<file path="src/rtl/inst_sram_bridge_pkg.sv">
// ============================================================================
// Module : inst_sram_bridge_pkg
// Brief  : Shared state encoding and address-map constants for the SRAM bridges
// Rev    : 1.0  initial release
// ============================================================================
`timescale 1ns/1ps
`default_nettype none

package inst_sram_bridge_pkg;

  typedef enum logic [1:0] {
    IBR_IDLE = 2'd0,
    IBR_REQ  = 2'd1,
    IBR_WAIT = 2'd2,
    IBR_DONE = 2'd3
  } ibr_state_e;

  localparam logic [1:0]  c_SIZE_WORD = 2'b10;
  localparam logic [31:0] c_KSEG_MASK = 32'h1FFF_FFFF;

  // kseg0 and kseg1 both start with 2'b10 in the top bits.
  function automatic logic is_kseg01(input logic [31:0] vaddr);
    return (vaddr[31:30] == 2'b10);
  endfunction

endpackage

`default_nettype wire

</file>
<file path="src/rtl/inst_sram_bridge_addr_map.sv">
// ============================================================================
// Module : inst_sram_bridge_addr_map
// Brief  : Combinational virtual-to-physical translation (kseg0/kseg1 unmapped)
// Rev    : 1.0  initial release
// ============================================================================
`timescale 1ns/1ps
`default_nettype none

module inst_sram_bridge_addr_map
  import inst_sram_bridge_pkg::*;
(
  input  logic [31:0] i_vaddr,
  output logic [31:0] o_paddr
);

  assign o_paddr = is_kseg01(i_vaddr) ? (i_vaddr & c_KSEG_MASK) : i_vaddr;

endmodule

`default_nettype wire

</file>
<file path="src/rtl/inst_sram_bridge.sv">
// ============================================================================
// Module : inst_sram_bridge
// Brief  : Fetch-side responder turning PC requests into sram-like bus reads
// Rev    : 1.0  initial release
// ============================================================================
`timescale 1ns/1ps
`default_nettype none

module inst_sram_bridge
  import inst_sram_bridge_pkg::*;
#(
  parameter logic [31:0] RESET_DATA = 32'h0000_0000
)(
  input  logic        clk,
  input  logic        rst,
  input  logic        cpu_ce,
  input  logic [31:0] cpu_addr,
  input  logic        cpu_longest_stall,
  input  logic        cpu_flush,
  output logic [31:0] cpu_rdata,
  output logic        cpu_stall,
  output logic        inst_req,
  output logic        inst_wr,
  output logic [1:0]  inst_size,
  output logic [31:0] inst_addr,
  input  logic        inst_addr_ok,
  input  logic        inst_data_ok,
  input  logic [31:0] inst_rdata
);

  ibr_state_e  r_state, w_state_nxt;
  logic [31:0] r_addr, w_addr_nxt;
  logic        r_discard, w_discard_nxt;
  logic [31:0] r_rdata, w_rdata_nxt;
  logic [31:0] w_paddr;
  logic        w_drop;

  inst_sram_bridge_addr_map u_addr_map (
    .i_vaddr (cpu_addr),
    .o_paddr (w_paddr)
  );

  always_ff @(posedge clk or posedge rst) begin
    if (rst) begin
      r_state   <= IBR_IDLE;
      r_addr    <= 32'h0;
      r_discard <= 1'b0;
      r_rdata   <= RESET_DATA;
    end else begin
      r_state   <= w_state_nxt;
      r_addr    <= w_addr_nxt;
      r_discard <= w_discard_nxt;
      r_rdata   <= w_rdata_nxt;
    end
  end

  // A flush in the same cycle as data_ok must also drop the word.
  assign w_drop = r_discard | cpu_flush;

  always_comb begin
    w_state_nxt   = r_state;
    w_addr_nxt    = r_addr;
    w_discard_nxt = r_discard;
    w_rdata_nxt   = r_rdata;
    case (r_state)
      IBR_IDLE: begin
        if (cpu_ce && !cpu_flush) begin
          w_addr_nxt    = w_paddr;
          w_discard_nxt = 1'b0;
          w_state_nxt   = IBR_REQ;
        end
      end
      IBR_REQ: begin
        if (cpu_flush) w_discard_nxt = 1'b1;
        if (inst_addr_ok) begin
          if (inst_data_ok) begin
            if (w_drop) begin
              w_state_nxt = IBR_IDLE;
            end else begin
              w_rdata_nxt = inst_rdata;
              w_state_nxt = IBR_DONE;
            end
          end else begin
            w_state_nxt = IBR_WAIT;
          end
        end
      end
      IBR_WAIT: begin
        if (cpu_flush) w_discard_nxt = 1'b1;
        if (inst_data_ok) begin
          if (w_drop) begin
            w_state_nxt = IBR_IDLE;
          end else begin
            w_rdata_nxt = inst_rdata;
            w_state_nxt = IBR_DONE;
          end
        end
      end
      IBR_DONE: begin
        if (!cpu_longest_stall || cpu_flush) w_state_nxt = IBR_IDLE;
      end
      default: w_state_nxt = IBR_IDLE;
    endcase
  end

  assign inst_req  = (r_state == IBR_REQ);
  assign inst_wr   = 1'b0;
  assign inst_size = c_SIZE_WORD;
  assign inst_addr = r_addr;
  assign cpu_rdata = r_rdata;
  assign cpu_stall = cpu_ce & (r_state != IBR_DONE) & ~cpu_flush;

endmodule

`default_nettype wire

</file>
<file path="config.mk">
export PLATFORM = sky130hd
export DESIGN_NAME = inst_sram_bridge
export DESIGN_NICKNAME = d
export VERILOG_FILES = /design/src/rtl/inst_sram_bridge_pkg.sv /design/src/rtl/inst_sram_bridge_addr_map.sv /design/src/rtl/inst_sram_bridge.sv
export SDC_FILE = /design/constraint.sdc
export NUM_CORES = 1
export LEC_CHECK = 0
export BUFFER_PORTS_ARGS = -buffer_cell sky130_fd_sc_hd__buf_2
export CAP_MARGIN = 30
export CORE_MARGIN = 4
export CORE_UTILIZATION = 40
export CTS_CLUSTER_SIZE = 10
export DETAILED_ROUTE_END_ITERATION = 8
export GPL_ROUTABILITY_DRIVEN = 0
export PLACE_DENSITY = 0.8
export SYNTH_ARGS = -nofsm -noshare
export SYNTH_HDL_FRONTEND = slang
export SYNTH_SLANG_ARGS = --single-unit
</file>
<file path="constraint.sdc">
create_clock -name clk -period 2.7 [get_ports clk]
set_input_delay 0.81 -clock clk [delete_from_list [all_inputs] [get_ports clk]]
set_output_delay 0.81 -clock clk [all_outputs]
set_load 0.005 [all_outputs]
</file>
==> results of run 1 <==
-- flip-flops by register name, summed over array words and instances, names as in the netlist --
signal,cells
inst_addr,32
cpu_rdata,32
r_state,2
r_discard,1
-- power breakdown --
part	internal [W]	switching, W	leakage [nW]
registers	0.00151	0.000277	0.803
logic	0.00102	0.000605	1.13
clock network	0.000447	0.000351	0.0991
-- placed cells by master (no fill, tap or decap), types with 2 or more instances in the layout --
cell type | Yosys | layout
clkbuf_8 | 0 | 10
mux2_4 | 30 | 30
o32a_1 | 2 | 2
a21oi_1 | 3 | 3
buf_4 | 6 | 2
ha_1 | 5 | 5
dfrtp_1 | 67 | 67
buf_2 | 0 | 136
clkinv_2 | 0 | 3
inv_1 | 6 | 5
o21ai_0 | 3 | 3
mux2_1 | 2 | 2
nand2b_1 | 2 | 2
nor2b_1 | 2 | 2
mux2_2 | 30 | 30
nor2_1 | 2 | 2
nand2_1 | 3 | 3
conb_1 | 2 | 3
-- routing by layer --
metal | routed length (microns) | up-vias | track usage, %
li1 | - | 886 | -
met1 | 2470 | 884 | 16.9
met2 | 2830 | 89 | 24.2
met3 | 477 | 5 | 4.18
met4 | 42 | 0 | 4.83
met5 | 0 | - | 0
-- per-stage QoR --
stage               total power (W)  cells  worst slack (ps)
floorplan                   0.00274    177               207
global placement            0.00338    403               477
detailed placement          0.00346    403               448
CTS                         0.00428    419               526
global route                0.00453    419               492
finish                      0.00421    419               524
-- worst paths after layout --
path | to | cells after the start | slack, ps
max | cpu_stall | 4 | 520
min | inst_addr[29]$_DFFE_PP0P_ | 2 | 480
max reg2reg | cpu_rdata[6]$_DFFE_PP0P_ | 5 | 660
min reg2reg | inst_addr[29]$_DFFE_PP0P_ | 2 | 480
max in group asynchronous | inst_addr[16]$_DFFE_PP0P_ | 3 | 1500
min in group asynchronous | cpu_rdata[30]$_DFFE_PP0P_ | 2 | 510
-- critical path, cell delays in order --
cell     delay [ps]
buf_2           140
nor2b_1         160
nor2b_1         140
buf_2           120
-- area by class of cell --
type                       count  area [sq um]
inverter                       6          22.5
timing repair buffer         139           716
fill                         605          3040
sequential                    67          1680
multi-input combinational     95          1060
clock buffer                  11           141
clock inverter                 5          52.6
tap                           96           120
-- cell families (layout without fill, tap and decap cells) --
family                   Yosys count  after routing  share of synthesized area (%)
multiplexers                      62             62                           28.6
AND/OR/NAND/NOR                   15             15                           3.84
AO/OA/AOI/OAI                     10             10                           2.47
other                              2              3                          0.265
adder cells (fa/ha/maj)            5              5                           2.20
flip-flops                        67             67                           59.1
buffers and inverters             15            161                           3.57
==> flow_summary.yaml, run 1 <==
power_and_ir_drop:
  vdd_drop_max_mv: 0.469
  power.leakage_nw: 2.03
  power_density_mw_per_mm2: 1110
logic_synthesis:
  synth-async-reset-ratio_pct: 100
  synth_seq_cells: 67
  yosysTopAreaCell: "dfrtp_1"
  synth-edff-count: 0
  synth_cell_type_count: 24
  synthTopCellsByArea: "dfrtp_1 (59%), mux2_4 (16%), mux2_2 (12%)"
  synth_area_sq_mm: 0.00284
  ys.flop_type: "dfrtp_1"
  ys_seq_area_share_pct: 59.1
  ys_warn_count: 0
  netlist.area_leader.share_pct: 59.1
  synth_common_cells: "dfrtp_1 (67), mux2_2 (30), mux2_4 (30)"
  yosysMostFrequentCell: "dfrtp_1"
  synth.avg_cell_area_sq_um: 16.1
  syn_inst: 176
setup_path:
  cp-end-kind: "output pin"
  arrival_ps: 1370
  cp_max_fo: 7
  start_kind: "input pin"
  cp.required_ps: 1890
  crit_path_start: "cpu_flush"
  regToRegStartpoint: "r_state[0]$_DFFE_PP0P_"
  path_class: "input pin to output pin"
timing:
  tightestPinTransition_ps: 513
  finalSetupViolations: 0
  rsz0062_at_grt: "no"
  clock.fmax_ghz: 0.460
  timing.final.max_slew_violations: 0
  tns_ps: 0
  fin_crit_sh_pct: 80.6
  final_hold_viol_count: 0
  hold_slack_ps: 478
  timing.slew.headroom_pct: 65.8
  worst_clock_skew_ps: 8.77
  min_period_ps: 2180
min_path:
  hold_class: "register to register"
  holdCritStartpoint: "inst_addr[29]$_DFFE_PP0P_"
cells_and_area:
  design_area_sq_mm: 0.00379
  layout-drive-gt1-share_pct: 67.5
  area_growth_pct: 33.6
  fin_util_pct: 55.5
  diodes: 0
  fin_nets: 394
cts:
  htreeDepth: 3
  cts_sinks: 67
  tritoncts: "yes"
  post_cts_resized: 0
  clk_path_buf_depth: 2
  clk_latency_ps: 320
  root_buffer: "clkbuf_8"
  postCtsSetupRepairBufs: 0
  cts_hold_buf: 0
  clk_pin_slew_ps: 70
  tritoncts.num_buffers: 9
placement:
  portBuffers: 136
  dpl_cell_area_sq_mm: 0.00360
  hpwl_microns: 4500
floorplan:
  coreArea_sq_mm: 0.00683
  die_x_microns: 92.2
  rows: 30
  die-area_sq_mm: 0.00851
  start_util_pct: 41.5
  boundaryPins: 140
  fp.dieH_microns: 92.2
global_routing:
  grt_use_total_pct: 14.1
  grt_pass1_wl_microns: 9630
  antenna_found_initial: 0
  grt_overflow: 0
  grt_pass1_vias: 2077
  grt_max_degree: 36
drt:
  antenna_left: 0
  wire_per_inst_microns: 13.9
  drtIter0Drc: 33
  wl_microns: 5820
  vias: 1864
  post-route-drc-count: 0
  vias_per_cell: 4.45
  dr.pass1.iters: 2
job:
  cap_violations: 0
run_status:
  outcome: "finished, final reports clean"
(Power assumes the default switching activity.)
==> run 2, diff against run 1 <==
--- a/config.mk
+++ b/config.mk
@@ -12,7 +12,7 @@
 export CTS_CLUSTER_SIZE = 10
 export DETAILED_ROUTE_END_ITERATION = 8
 export GPL_ROUTABILITY_DRIVEN = 0
-export PLACE_DENSITY = 0.8
+export PLACE_DENSITY = 0.83
 export SYNTH_ARGS = -nofsm -noshare
 export SYNTH_HDL_FRONTEND = slang
 export SYNTH_SLANG_ARGS = --single-unit
==> constraint.sdc (replaced) <==
create_clock -name clk -period 1.8 [get_ports clk]
set_input_delay 0.54 -clock clk [delete_from_list [all_inputs] [get_ports clk]]
set_output_delay 0.54 -clock clk [all_outputs]
set_load 0.005 [all_outputs]
==> run 2 against run 1 <==
  * Setup slack got worse by 470 ps
  * Clock power increased by 86%
  * Non-clock buffer count increased by 10
  * Count of clock-buffer cells in the layout decreased by 1
  * Die area unchanged
  * Worst hold slack got worse by 220 ps
  * Register-to-register slack got worse by 600 ps
  * Critical path type is now register to output pin
  * Critical endpoint unchanged
  * Largest power group unchanged
==> flow_summary.yaml, run 2 (same netlist as run 1, synthesis figures left out) <==
drt:
  vias_per_cell: 4.42
  met1Wirelength_microns: 2560
  wire_per_inst_microns: 13.7
  antenna_left: 0
  vias: 1898
  met2_length_microns: 2730
  post-route-drc-count: 0
  top_layer: "met4"
  dr.pass1.iters: 2
  wl_microns: 5880
  routed-wl-met3_microns: 493
  drtIter0Drc: 5
setup_path:
  path_class: "register to output pin"
  r2r_end: "cpu_rdata[20]$_DFFE_PP0P_"
  cp_max_fo: 2
  arrival_ps: 1210
  cp.required_ps: 1260
  regToRegSetupSlack_ps: 60
  ff2ff_path_depth: 6
  start_kind: "register"
  regToRegStartpoint: "r_state[0]$_DFFE_PP0P_"
  cp-end-kind: "output pin"
power_and_ir_drop:
  power.leakage_nw: 2.09
  vdd_drop_max_mv: 0.786
  power_density_mw_per_mm2: 1700
global_routing:
  grt_use_total_pct: 14.4
  grt_pass1_wl_microns: 9600
  grt_max_degree: 44
  antenna_found_initial: 0
  grt_overflow: 0
  grt_pass1_vias: 2016
min_path:
  hold_class: "input pin to asynchronous set/reset pin"
cells_and_area:
  layout-drive-gt1-share_pct: 69.4
  fin_nets: 404
  area_growth_pct: 39.6
  final_common_cell: "buf_2"
  fillCellCount: 586
  diodes: 0
  design_area_sq_mm: 0.00396
  final_cell_mix: "buf_2 (136), dfrtp_1 (67), mux2_2 (30), mux2_4 (30)"
timing:
  worst_clock_skew_ps: 6.37
  clock.fmax_ghz: 0.571
  finalSetupViolations: 0
  rsz0062_at_grt: "yes"
  tns_ps: 0
  min_period_ps: 1750
  final_hold_viol_count: 0
  fin_crit_sh_pct: 97.3
  timing.final.max_slew_violations: 0
floorplan:
  start_util_pct: 41.5
  rows: 30
  boundaryPins: 140
  die-area_sq_mm: 0.00851
  die_x_microns: 92.2
  fp.dieH_microns: 92.2
  coreArea_sq_mm: 0.00683
cts:
  tritoncts.num_buffers: 9
  clk_pin_slew_ps: 80
  cts_hold_buf: 0
  tritoncts: "yes"
  clk_path_buf_depth: 2
  clk_latency_ps: 330
  htreeDepth: 3
  cts_sinks: 67
  root_buffer: "clkbuf_8"
placement:
  dpl_cell_area_sq_mm: 0.00366
  hpwl_microns: 4510
  portBuffers: 136
job:
  cap_violations: 0
run_status:
  outcome: "finished, final reports clean"
-- run 2: repair_timing --
| item | in CTS | in global routing |
|---|---|---|
| gates resized for setup | 4 | 1 |
| setup endpoints to repair | 1 | 28 |
| pin swaps | 1 | 1 |
| hold endpoints to repair | 0 | 0 |
| setup buffers | 1 | 5 |
-- run 2: stage by stage --
step,setup slack (ps),power (W),hold slack (ps),instances,util [%]
3_5_place_dp,28.1,0.00523,477,407,53.5
6_report,49.5,0.00674,256,429,58.0
3_3_place_gp,74.4,0.00512,467,407,53.5
4_1_cts,0.673,0.00678,246,424,57.4
5_1_grt,-38.3,0.00718,266,429,58.0
2_1_floorplan,233,0.00412,472,177,-
-- run 2: how the worst max path moves through the flow --
stage / end / slack, ps / cells past startpoint / from
6_report: cpu_stall / 50 / 4 / r_state[0]$_DFFE_PP0P_
5_1_grt: cpu_stall / -40 / 4 / r_state[0]$_DFFE_PP0P_
4_1_cts: cpu_stall / 0.7 / 4 / r_state[0]$_DFFE_PP0P_
3_5_place_dp: cpu_rdata[9]$_DFFE_PP0P_ / 30 / 6 / r_state[1]$_DFFE_PP0P_
3_3_place_gp: cpu_rdata[20]$_DFFE_PP0P_ / 70 / 6 / r_state[1]$_DFFE_PP0P_
2_1_floorplan: cpu_rdata[0]$_DFFE_PP0P_ / 230 / 6 / r_state[1]$_DFFE_PP0P_
-- run 2: final cells by class --
type                    instances  area, sq um  share of cell area, %
clock inverters                 6          114                   2.87
flip-flops and latches         67         1680                   42.3
repair buffers                149          820                   20.7
multi-input cells              95         1080                   27.2
inverters                       6         26.3                  0.663
well taps                      96          120                   3.03
clock buffers                  10          128                   3.22
-- run 2: critical path, stage by stage, from the launching register on --
cell	delay (ps)
dfrtp_1	400
buf_6	130
ha_4	150
nor2b_1	90
buf_2	110
-- run 2: power by group --
group          switching (W)  internal, W  leakage [nW]  total (W)
logic               0.000949      0.00163          1.18    0.00258
registers           0.000400      0.00227         0.803    0.00267
clock network       0.000563     0.000923         0.113    0.00149
total                0.00191      0.00483          2.09    0.00674
-- run 2: routing by layer --
| metal | vias up | track usage [%] |
|---|---|---|
| met5 | - | 0 |
| li1 | 920 | - |
| met3 | 9 | 3.94 |
| met2 | 94 | 22.3 |
| met1 | 875 | 18.7 |
| met4 | 0 | 6.68 |
